--- src/rtl/simon_seq_mem_pkg.sv ---
`default_nettype none
// ============================================================================
//  Module      : simon_seq_pkg
//  Description : Shared colour codes, default sizing and cursor wrap helper
//                for the Simon Says sequence store.
//  Revision    : 1.0 - initial release
// ============================================================================
package simon_seq_pkg;

    typedef enum logic [1:0] {
        RED    = 2'd0,
        GREEN  = 2'd1,
        BLUE   = 2'd2,
        YELLOW = 2'd3
    } colour_t;

    localparam int c_DEFAULT_SYM_W = 2;
    localparam int c_DEFAULT_DEPTH = 16;

    // Next playback position: one past cur, back to 0 after the last symbol.
    function automatic int unsigned cursor_wrap(input int unsigned cur, input int unsigned len);
        if (len == 0) begin
            return 0;
        end
        return ((cur + 1) >= len) ? 0 : cur + 1;
    endfunction

    function automatic int lane_w(input int lanes);
        return (lanes > 1) ? $clog2(lanes) : 1;
    endfunction

endpackage
`default_nettype wire

--- src/rtl/simon_seq_mem_if.sv ---
`default_nettype none
// ============================================================================
//  Module      : simon_seq_mem_if
//  Description : Game-FSM side bus of the sequence store (append, playback,
//                check, status). SIMON_SEQ_BYTE_LOAD_EN adds the byte-load port.
//  Revision    : 1.0 - initial release
// ============================================================================
interface simon_seq_mem_if
    import simon_seq_pkg::*;
#(
    parameter int SYM_W = c_DEFAULT_SYM_W,
    parameter int DEPTH = c_DEFAULT_DEPTH,
    parameter int LEN_W = $clog2(DEPTH + 1)
);
    localparam int LANE_W = lane_w(DEPTH * SYM_W / 8);

    logic                     app_valid;
    logic [SYM_W-1:0]         app_sym;
    logic                     rd_rewind;
    logic                     rd_next;
    logic                     chk_valid;
    logic [SYM_W-1:0]         chk_sym;
    logic [SYM_W-1:0]         rd_sym;
    logic                     rd_last;
    logic                     chk_done;
    logic                     chk_ok;
    logic                     seq_done;
    logic [LEN_W-1:0]         len;
    logic                     full;
    logic                     empty;
    logic                     ovf;
    logic [DEPTH*SYM_W-1:0]   seq_flat;
`ifdef SIMON_SEQ_BYTE_LOAD_EN
    logic                     bl_load;
    logic [7:0]               bl_byte;
    logic [LANE_W-1:0]        bl_lane;

    modport master (
        output app_valid, app_sym, rd_rewind, rd_next, chk_valid, chk_sym,
               bl_load, bl_byte, bl_lane,
        input  rd_sym, rd_last, chk_done, chk_ok, seq_done, len, full, empty,
               ovf, seq_flat
    );
    modport slave (
        input  app_valid, app_sym, rd_rewind, rd_next, chk_valid, chk_sym,
               bl_load, bl_byte, bl_lane,
        output rd_sym, rd_last, chk_done, chk_ok, seq_done, len, full, empty,
               ovf, seq_flat
    );
`else
    modport master (
        output app_valid, app_sym, rd_rewind, rd_next, chk_valid, chk_sym,
        input  rd_sym, rd_last, chk_done, chk_ok, seq_done, len, full, empty,
               ovf, seq_flat
    );
    modport slave (
        input  app_valid, app_sym, rd_rewind, rd_next, chk_valid, chk_sym,
        output rd_sym, rd_last, chk_done, chk_ok, seq_done, len, full, empty,
               ovf, seq_flat
    );
`endif

endinterface
`default_nettype wire

--- src/rtl/simon_seq_cursor.sv ---
`default_nettype none
// ============================================================================
//  Module      : simon_seq_cursor
//  Description : Playback cursor with rewind/advance, wrapping against the
//                stored length, plus last-symbol decode.
//  Revision    : 1.0 - initial release
// ============================================================================
module simon_seq_cursor
    import simon_seq_pkg::*;
#(
    parameter int LEN_W = 5
) (
    input  wire logic             clk,
    input  wire logic             rst_SEQ,
    input  wire logic             rewind,
    input  wire logic             advance,
    input  wire logic [LEN_W-1:0] len,
    output logic      [LEN_W-1:0] cursor,
    output logic                  rd_last
);

    logic [LEN_W-1:0] r_cur;
    logic [LEN_W-1:0] w_cur_nxt;

    // Rewind outranks advance; an advance on an empty store leaves the cursor alone.
    always_comb begin
        w_cur_nxt = r_cur;
        if (rewind) begin
            w_cur_nxt = '0;
        end else if (advance && (len != '0)) begin
            w_cur_nxt = LEN_W'(cursor_wrap(32'(r_cur), 32'(len)));
        end
    end

    always_ff @(posedge clk) begin
        if (rst_SEQ) begin
            r_cur <= '0;
        end else begin
            r_cur <= w_cur_nxt;
        end
    end

    assign cursor  = r_cur;
    assign rd_last = (len != '0) && (r_cur == (len - LEN_W'(1)));

endmodule
`default_nettype wire

--- src/rtl/simon_seq_mem.sv ---
`default_nettype none
// ============================================================================
//  Module      : simon_seq_mem
//  Description : Simon Says sequence store: tail append, playback cursor and
//                in-hardware check of player symbols. Optional byte-lane load
//                enabled by SIMON_SEQ_BYTE_LOAD_EN.
//  Revision    : 1.0 - initial release
// ============================================================================
module simon_seq_mem
    import simon_seq_pkg::*;
#(
    parameter int SYM_W = c_DEFAULT_SYM_W,
    parameter int DEPTH = c_DEFAULT_DEPTH,
    parameter int LEN_W = $clog2(DEPTH + 1)
) (
    input  wire logic       clk,
    input  wire logic       rst_SEQ,
    simon_seq_mem_if.slave  bus
);

    localparam int c_FLAT_W = DEPTH * SYM_W;

    logic [c_FLAT_W-1:0] r_flat;
    logic [LEN_W-1:0]    r_len;
    logic                r_ovf;
    logic                r_chk_done;
    logic                r_chk_ok;
    logic                r_seq_done;

    logic [LEN_W-1:0]    w_cur;
    logic                w_rd_last;
    logic [SYM_W-1:0]    w_rd_sym;
    logic                w_full;
    logic                w_empty;
    logic                w_bl_load;
    logic                w_app_take;
    logic                w_app_drop;
    logic                w_chk_take;
    logic                w_next_take;
    logic                w_match;
    logic                w_advance;

    assign w_full  = (r_len == LEN_W'(DEPTH));
    assign w_empty = (r_len == '0);

`ifdef SIMON_SEQ_BYTE_LOAD_EN
    localparam int c_LANES  = c_FLAT_W / 8;
    localparam int c_LANE_W = lane_w(c_LANES);

    logic [LEN_W-1:0] w_bl_len;

    assign w_bl_load = bus.bl_load;

    // Length grows to cover the highest symbol that the written lane touches.
    always_comb begin
        w_bl_len = r_len;
        for (int j = 0; j < c_LANES; j++) begin
            if ((bus.bl_lane == c_LANE_W'(j)) && (LEN_W'(((j * 8 + 7) / SYM_W) + 1) > r_len)) begin
                w_bl_len = LEN_W'(((j * 8 + 7) / SYM_W) + 1);
            end
        end
    end
`else
    assign w_bl_load = 1'b0;
`endif

    // A byte load swallows a same-cycle append without flagging overflow.
    assign w_app_take  = bus.app_valid && !w_full && !w_bl_load;
    assign w_app_drop  = bus.app_valid &&  w_full && !w_bl_load;
    assign w_chk_take  = bus.chk_valid && !bus.rd_rewind;
    assign w_next_take = bus.rd_next && !bus.rd_rewind && !bus.chk_valid;
    assign w_match     = !w_empty && (bus.chk_sym == w_rd_sym);
    assign w_advance   = (w_chk_take && w_match) || w_next_take;

    simon_seq_cursor #(
        .LEN_W   (LEN_W)
    ) u_cursor (
        .clk     (clk),
        .rst_SEQ (rst_SEQ),
        .rewind  (bus.rd_rewind),
        .advance (w_advance),
        .len     (r_len),
        .cursor  (w_cur),
        .rd_last (w_rd_last)
    );

    always_comb begin
        w_rd_sym = '0;
        if (!w_empty) begin
            for (int i = 0; i < DEPTH; i++) begin
                if (w_cur == LEN_W'(i)) begin
                    w_rd_sym = r_flat[i*SYM_W +: SYM_W];
                end
            end
        end
    end

    always_ff @(posedge clk) begin
        if (rst_SEQ) begin
            r_flat <= '0;
            r_len  <= '0;
            r_ovf  <= 1'b0;
        end else begin
            if (w_bl_load) begin
`ifdef SIMON_SEQ_BYTE_LOAD_EN
                for (int j = 0; j < c_LANES; j++) begin
                    if (bus.bl_lane == c_LANE_W'(j)) begin
                        r_flat[j*8 +: 8] <= bus.bl_byte;
                    end
                end
                r_len <= w_bl_len;
`endif
            end else if (w_app_take) begin
                for (int i = 0; i < DEPTH; i++) begin
                    if (r_len == LEN_W'(i)) begin
                        r_flat[i*SYM_W +: SYM_W] <= bus.app_sym;
                    end
                end
                r_len <= r_len + LEN_W'(1);
            end
            if (w_app_drop) begin
                r_ovf <= 1'b1;
            end
        end
    end

    // Check result uses the cursor, store and length as they stood before this edge.
    always_ff @(posedge clk) begin
        if (rst_SEQ) begin
            r_chk_done <= 1'b0;
            r_chk_ok   <= 1'b0;
            r_seq_done <= 1'b0;
        end else begin
            r_chk_done <= w_chk_take;
            r_chk_ok   <= w_chk_take && w_match;
            r_seq_done <= w_chk_take && w_match && w_rd_last;
        end
    end

    assign bus.rd_sym   = w_rd_sym;
    assign bus.rd_last  = w_rd_last;
    assign bus.chk_done = r_chk_done;
    assign bus.chk_ok   = r_chk_ok;
    assign bus.seq_done = r_seq_done;
    assign bus.len      = r_len;
    assign bus.full     = w_full;
    assign bus.empty    = w_empty;
    assign bus.ovf      = r_ovf;
    assign bus.seq_flat = r_flat;

endmodule
`default_nettype wire

--- src/flat_wrapper.sv ---
// flat-port wrapper written by rule: the top's interface ports become plain ports
module simon_seq_mem_flat import simon_seq_pkg::*;
#(
    parameter int SYM_W = c_DEFAULT_SYM_W,
    parameter int DEPTH = c_DEFAULT_DEPTH,
    parameter int LEN_W = $clog2(DEPTH + 1)
)
  (clk, rst_SEQ, bus_app_valid, bus_app_sym, bus_rd_rewind, bus_rd_next, bus_chk_valid, bus_chk_sym, bus_rd_sym, bus_rd_last, bus_chk_done, bus_chk_ok, bus_seq_done, bus_len, bus_full, bus_empty, bus_ovf, bus_seq_flat);
  simon_seq_mem_if #(.SYM_W(SYM_W), .DEPTH(DEPTH), .LEN_W(LEN_W)) bus_i ();
  input  wire logic clk;
  input  wire logic rst_SEQ;
  input wire logic [$bits(bus_i.app_valid)-1:0] bus_app_valid;
  input wire logic [$bits(bus_i.app_sym)-1:0] bus_app_sym;
  input wire logic [$bits(bus_i.rd_rewind)-1:0] bus_rd_rewind;
  input wire logic [$bits(bus_i.rd_next)-1:0] bus_rd_next;
  input wire logic [$bits(bus_i.chk_valid)-1:0] bus_chk_valid;
  input wire logic [$bits(bus_i.chk_sym)-1:0] bus_chk_sym;
  output wire logic [$bits(bus_i.rd_sym)-1:0] bus_rd_sym;
  output wire logic [$bits(bus_i.rd_last)-1:0] bus_rd_last;
  output wire logic [$bits(bus_i.chk_done)-1:0] bus_chk_done;
  output wire logic [$bits(bus_i.chk_ok)-1:0] bus_chk_ok;
  output wire logic [$bits(bus_i.seq_done)-1:0] bus_seq_done;
  output wire logic [$bits(bus_i.len)-1:0] bus_len;
  output wire logic [$bits(bus_i.full)-1:0] bus_full;
  output wire logic [$bits(bus_i.empty)-1:0] bus_empty;
  output wire logic [$bits(bus_i.ovf)-1:0] bus_ovf;
  output wire logic [$bits(bus_i.seq_flat)-1:0] bus_seq_flat;
  assign bus_i.app_valid = bus_app_valid;
  assign bus_i.app_sym = bus_app_sym;
  assign bus_i.rd_rewind = bus_rd_rewind;
  assign bus_i.rd_next = bus_rd_next;
  assign bus_i.chk_valid = bus_chk_valid;
  assign bus_i.chk_sym = bus_chk_sym;
  assign bus_rd_sym = bus_i.rd_sym;
  assign bus_rd_last = bus_i.rd_last;
  assign bus_chk_done = bus_i.chk_done;
  assign bus_chk_ok = bus_i.chk_ok;
  assign bus_seq_done = bus_i.seq_done;
  assign bus_len = bus_i.len;
  assign bus_full = bus_i.full;
  assign bus_empty = bus_i.empty;
  assign bus_ovf = bus_i.ovf;
  assign bus_seq_flat = bus_i.seq_flat;
  simon_seq_mem #(.SYM_W(SYM_W), .DEPTH(DEPTH), .LEN_W(LEN_W)) u_core (.clk(clk), .rst_SEQ(rst_SEQ), .bus(bus_i));
endmodule
--- config.mk ---
export PLATFORM = sky130hd
export DESIGN_NAME = simon_seq_mem_flat
export DESIGN_NICKNAME = d
export VERILOG_FILES = /design/src/rtl/simon_seq_mem_pkg.sv /design/src/rtl/simon_seq_mem_if.sv /design/src/rtl/simon_seq_cursor.sv /design/src/rtl/simon_seq_mem.sv /design/src/flat_wrapper.sv
export SDC_FILE = /design/constraint.sdc
export NUM_CORES = 1
export LEC_CHECK = 0
export ABC_AREA = 1
export CAP_MARGIN = 30
export CORE_UTILIZATION = 47
export DETAILED_ROUTE_END_ITERATION = 12
export PLACE_DENSITY = 0.85
export REMOVE_ABC_BUFFERS = 1
export SLEW_MARGIN = 20
export SYNTH_ARGS = -nofsm -noshare
export SYNTH_HDL_FRONTEND = slang
export SYNTH_SLANG_ARGS = --single-unit
--- constraint.sdc ---
create_clock -name clk -period 2.2 [get_ports clk]
set_input_delay 0.33 -clock clk [delete_from_list [all_inputs] [get_ports clk]]
set_output_delay 0.33 -clock clk [all_outputs]
set_load 0.05 [all_outputs]
==> run summary <==
status: finished, violations left
failing checks: setup timing
antenna-violating nets left: 0
r2r setup slk: -680 ps
maximum vdd ir drop: 0.268 mV
1st-iter DRT viols: 332
r2r endpoint: u_core.u_cursor.cursor[1]$_SDFFE_PP0P_
skew final: 5.68 ps
net switching power figure: 0.693 mW
Layout area overhead: 47.8%
Rows: 27
WL final: 9280 um
RePlAce Congestion: 0.875
min setup slack post-route: -677 ps
number of global-route vias before repair: 3212
switch share: 32.7%
unrepaired setup endpoints after global routing: true
post-synthesis instance total: 443
H-tree depth: 2
Worst Hold End: u_core.bus.ovf$_SDFFE_PP0P_
most common cell after layout, fill and taps aside: nor2_1
count of non-filler cells in the finished layout: 618
GRT Residual Overflow: 0
CTS Hold Bufs: 0
Inserted Clock Buffers: 5
Hold Vio Cnt, Final: 0
CORE AREA: 0.00564 mm^2
hold-critical path depth: 2
WP data arrival: 3100 ps
clock buffer depth: 2
CP endpoint kind: flop
maximum fanout along the worst path: 5
Leak Pwr: 1.79 nW
max_cap viols: 0
Yosys reg bits: 46
Die Y-Extent: 79.3 um
initial core utilization: 49.8%
Worst Hold Class: flop to flop
initial antenna violation count: 0
Critical R2R Launch: u_core.u_cursor.cursor[0]$_SDFFE_PP0P_
num ports: 56
Vias: 3384
Vias/cell: 5.48
Root Buffer: clkbuf_8
Synth warnings: 0
nets@finish: 571
pwr dens: 511 mW/mm^2
gr usage total: 29.1%
WP data required: 2420 ps
CTS tree: built
final setup violation count: 9
Worst Setup Start Kind: flop
Slew Limit Headroom: 55.1%
synth unique cells: 29
clock sink count: 46
Reg power frac: 41.2%
Avg Cell Area, Syn: 6.34 um^2
sequential-to-total area share from yosys stat: 32.8%
largest net degree at the start of global routing: 20
combinational power share: 28.3%
Pre-antenna DRT Iters: 5
register area: 937 um^2
Worst-Margin Slew: 672 ps
n_diodes: 0
worst skew pair latency: 310 ps
final period utilization: 131%
die width: 79.3 um
layout cell share with drive strength beyond 1: 20.5%
most frequent cells in the layout: nor2_1, inv_1, nand2_1, clkdlybuf4s50_1
Reg clk slew, reported paths: 90 ps
dpl ws: -381 ps
final worst path period need: 2880 ps
clock network fraction of total power: 30.5%
IO buf count: 55
fmax: 348 MHz
WL/cell: 15.0 um
area of the multi-input gates: 0.00176 mm^2
Die Footprint: 0.00629 mm^2
placed cell count: 600
R2R depth: 24
Internal Power: 1.43 mW
Worst Hold Launch: u_core.bus.ovf$_SDFFE_PP0P_
cell area after synthesis: 0.00281 mm^2
Remaining DRCs: 0
DP Wirelength: 6010 um
first-pass GRT wire length: 14300 um
fin. max-slew vios: 0
FILL cells: 372
critical path class: flop to flop
-- synthesized netlist by cell type, drive strengths merged --
| cell | number | area [um^2] |
|---|---|---|
| nor2 | 98 | 383 |
| inv | 81 | 304 |
| nand2 | 75 | 297 |
| dfxtp | 46 | 921 |
| o21ai | 43 | 215 |
| nand3 | 25 | 125 |
| a21oi | 20 | 100 |
| ha | 16 | 200 |
| clkbuf | 5 | 18.8 |
| nor3 | 5 | 30.0 |
| or2 | 5 | 31.3 |
| xnor2 | 5 | 43.8 |
| nand4 | 4 | 25.0 |
| xor2 | 3 | 26.3 |
| buf | 2 | 22.5 |
| o21a | 2 | 15.0 |
| o22ai | 2 | 12.5 |
| a211oi | 1 | 7.51 |
| a21boi | 1 | 7.51 |
| and3 | 1 | 6.26 |
| clkinv | 1 | 3.75 |
| nor4 | 1 | 6.26 |
| o211ai | 1 | 7.51 |
-- power groups by stage --
stage	logic (mW)	registers (mW)	clock network (mW)
4_1_cts	0.552	0.874	0.638
5_1_grt	0.640	0.878	0.682
3_3_place_gp	0.495	0.893	0
2_1_floorplan	0.235	0.954	0
3_5_place_dp	0.506	0.893	0
6_report	0.600	0.875	0.647
-- how the worst max path moves through the flow --
stage / start / endpoint / slack, ps / cells after the start
6_report: u_core.u_cursor.cursor[0]$_SDFFE_PP0P_ / u_core.u_cursor.cursor[1]$_SDFFE_PP0P_ / -680 / 24
5_1_grt: u_core.u_cursor.cursor[0]$_SDFFE_PP0P_ / u_core.u_cursor.cursor[1]$_SDFFE_PP0P_ / -850 / 24
4_1_cts: u_core.u_cursor.cursor[0]$_SDFFE_PP0P_ / bus_rd_sym[1] / -490 / 21
3_5_place_dp: u_core.u_cursor.cursor[1]$_SDFFE_PP0P_ / u_core.u_cursor.cursor[3]$_SDFFE_PP0P_ / -380 / 27
3_3_place_gp: u_core.u_cursor.cursor[1]$_SDFFE_PP0P_ / u_core.u_cursor.cursor[0]$_SDFFE_PP0P_ / -280 / 25
2_1_floorplan: u_core.bus.len[0]$_SDFFE_PP0P_ / bus_rd_sym[0] / -940 / 6
-- through the flow --
step	power (mW)	TNS (ps)	hold slack, ps	cell area [um^2]	utilization [%]
floorplan	1.19	-15250	399	2770	-
global placement	1.39	-2000	435	3720	66.0
detailed placement	1.40	-2890	441	3720	66.0
CTS	2.06	-3270	454	4040	71.6
global route	2.20	-6850	502	4150	73.6
finish	2.12	-5280	452	4150	73.6
-- registers in the layout, summed over array words and instances, names as in the netlist --
name                    flops
u_core.bus.len              5
u_core.bus.seq_done         1
u_core.u_cursor.cursor      5
u_core.bus.chk_ok           1
u_core.bus.chk_done         1
u_core.bus.seq_flat        32
u_core.bus.ovf              1
-- timing repair --
| action | CTS | global route |
|---|---|---|
| gates cloned | 1 | 0 |
| resized for setup | 44 | 24 |
| buffers inserted | 8 | 3 |
| endpoints found under the setup margin | 10 | 10 |
| pin swaps | 13 | 26 |
-- per-layer routing --
metal  vias to the layer above  track usage, %  part of all wire [%]
met5                         -               0                     0
met4                         0            13.6                   4.8
met3                        54            4.71                   7.9
met2                       225            50.6                    47
met1                      1532            34.8                    40
li1                       1573               -                     -
-- layout make-up --
class / instances / share of cell area (%)
multi-input combinational: 309 / 42.3
timing repair buffer: 101 / 22.8
sequential: 46 / 22.6
inverter: 82 / 7.59
tap: 72 / 2.17
clock buffer: 7 / 1.84
clock inverter: 1 / 0.723
-- cell families (layout without fill, tap and decap cells) --
| group | count (synthesis) | in the layout | share of synthesized area, % |
|---|---|---|---|
| adders and majority gates | 16 | 16 | 7.13 |
| xor gates and xnor gates | 8 | 8 | 2.49 |
| buffers and inverters | 89 | 191 | 12.4 |
| AOI/OAI and AO/OA | 70 | 70 | 13.0 |
| DFF | 46 | 46 | 32.8 |
| and+or+nand+nor | 214 | 215 | 32.2 |
-- worst max-delay path, cell delays in order, from the launching register on --
cell and delay [ps]:
dfxtp_4 420, ha_4 160, inv_1 80, nor2_4 140, inv_1 70, nor2_1 160
inv_1 120, o22ai_1 170, inv_1 70, nand2_1 70, nand2_1 50, nand2_1 60
nand2_1 50, nand2_1 60, nand2_1 60, nand2_2 80, buf_6 100, nand2_4 40
a21oi_2 200, nor2_4 70, nand2_4 120, nand2_4 100, nand3_2 80, nand2_1 80
nor2_1 170
Power figures use the tool's default switching activity.
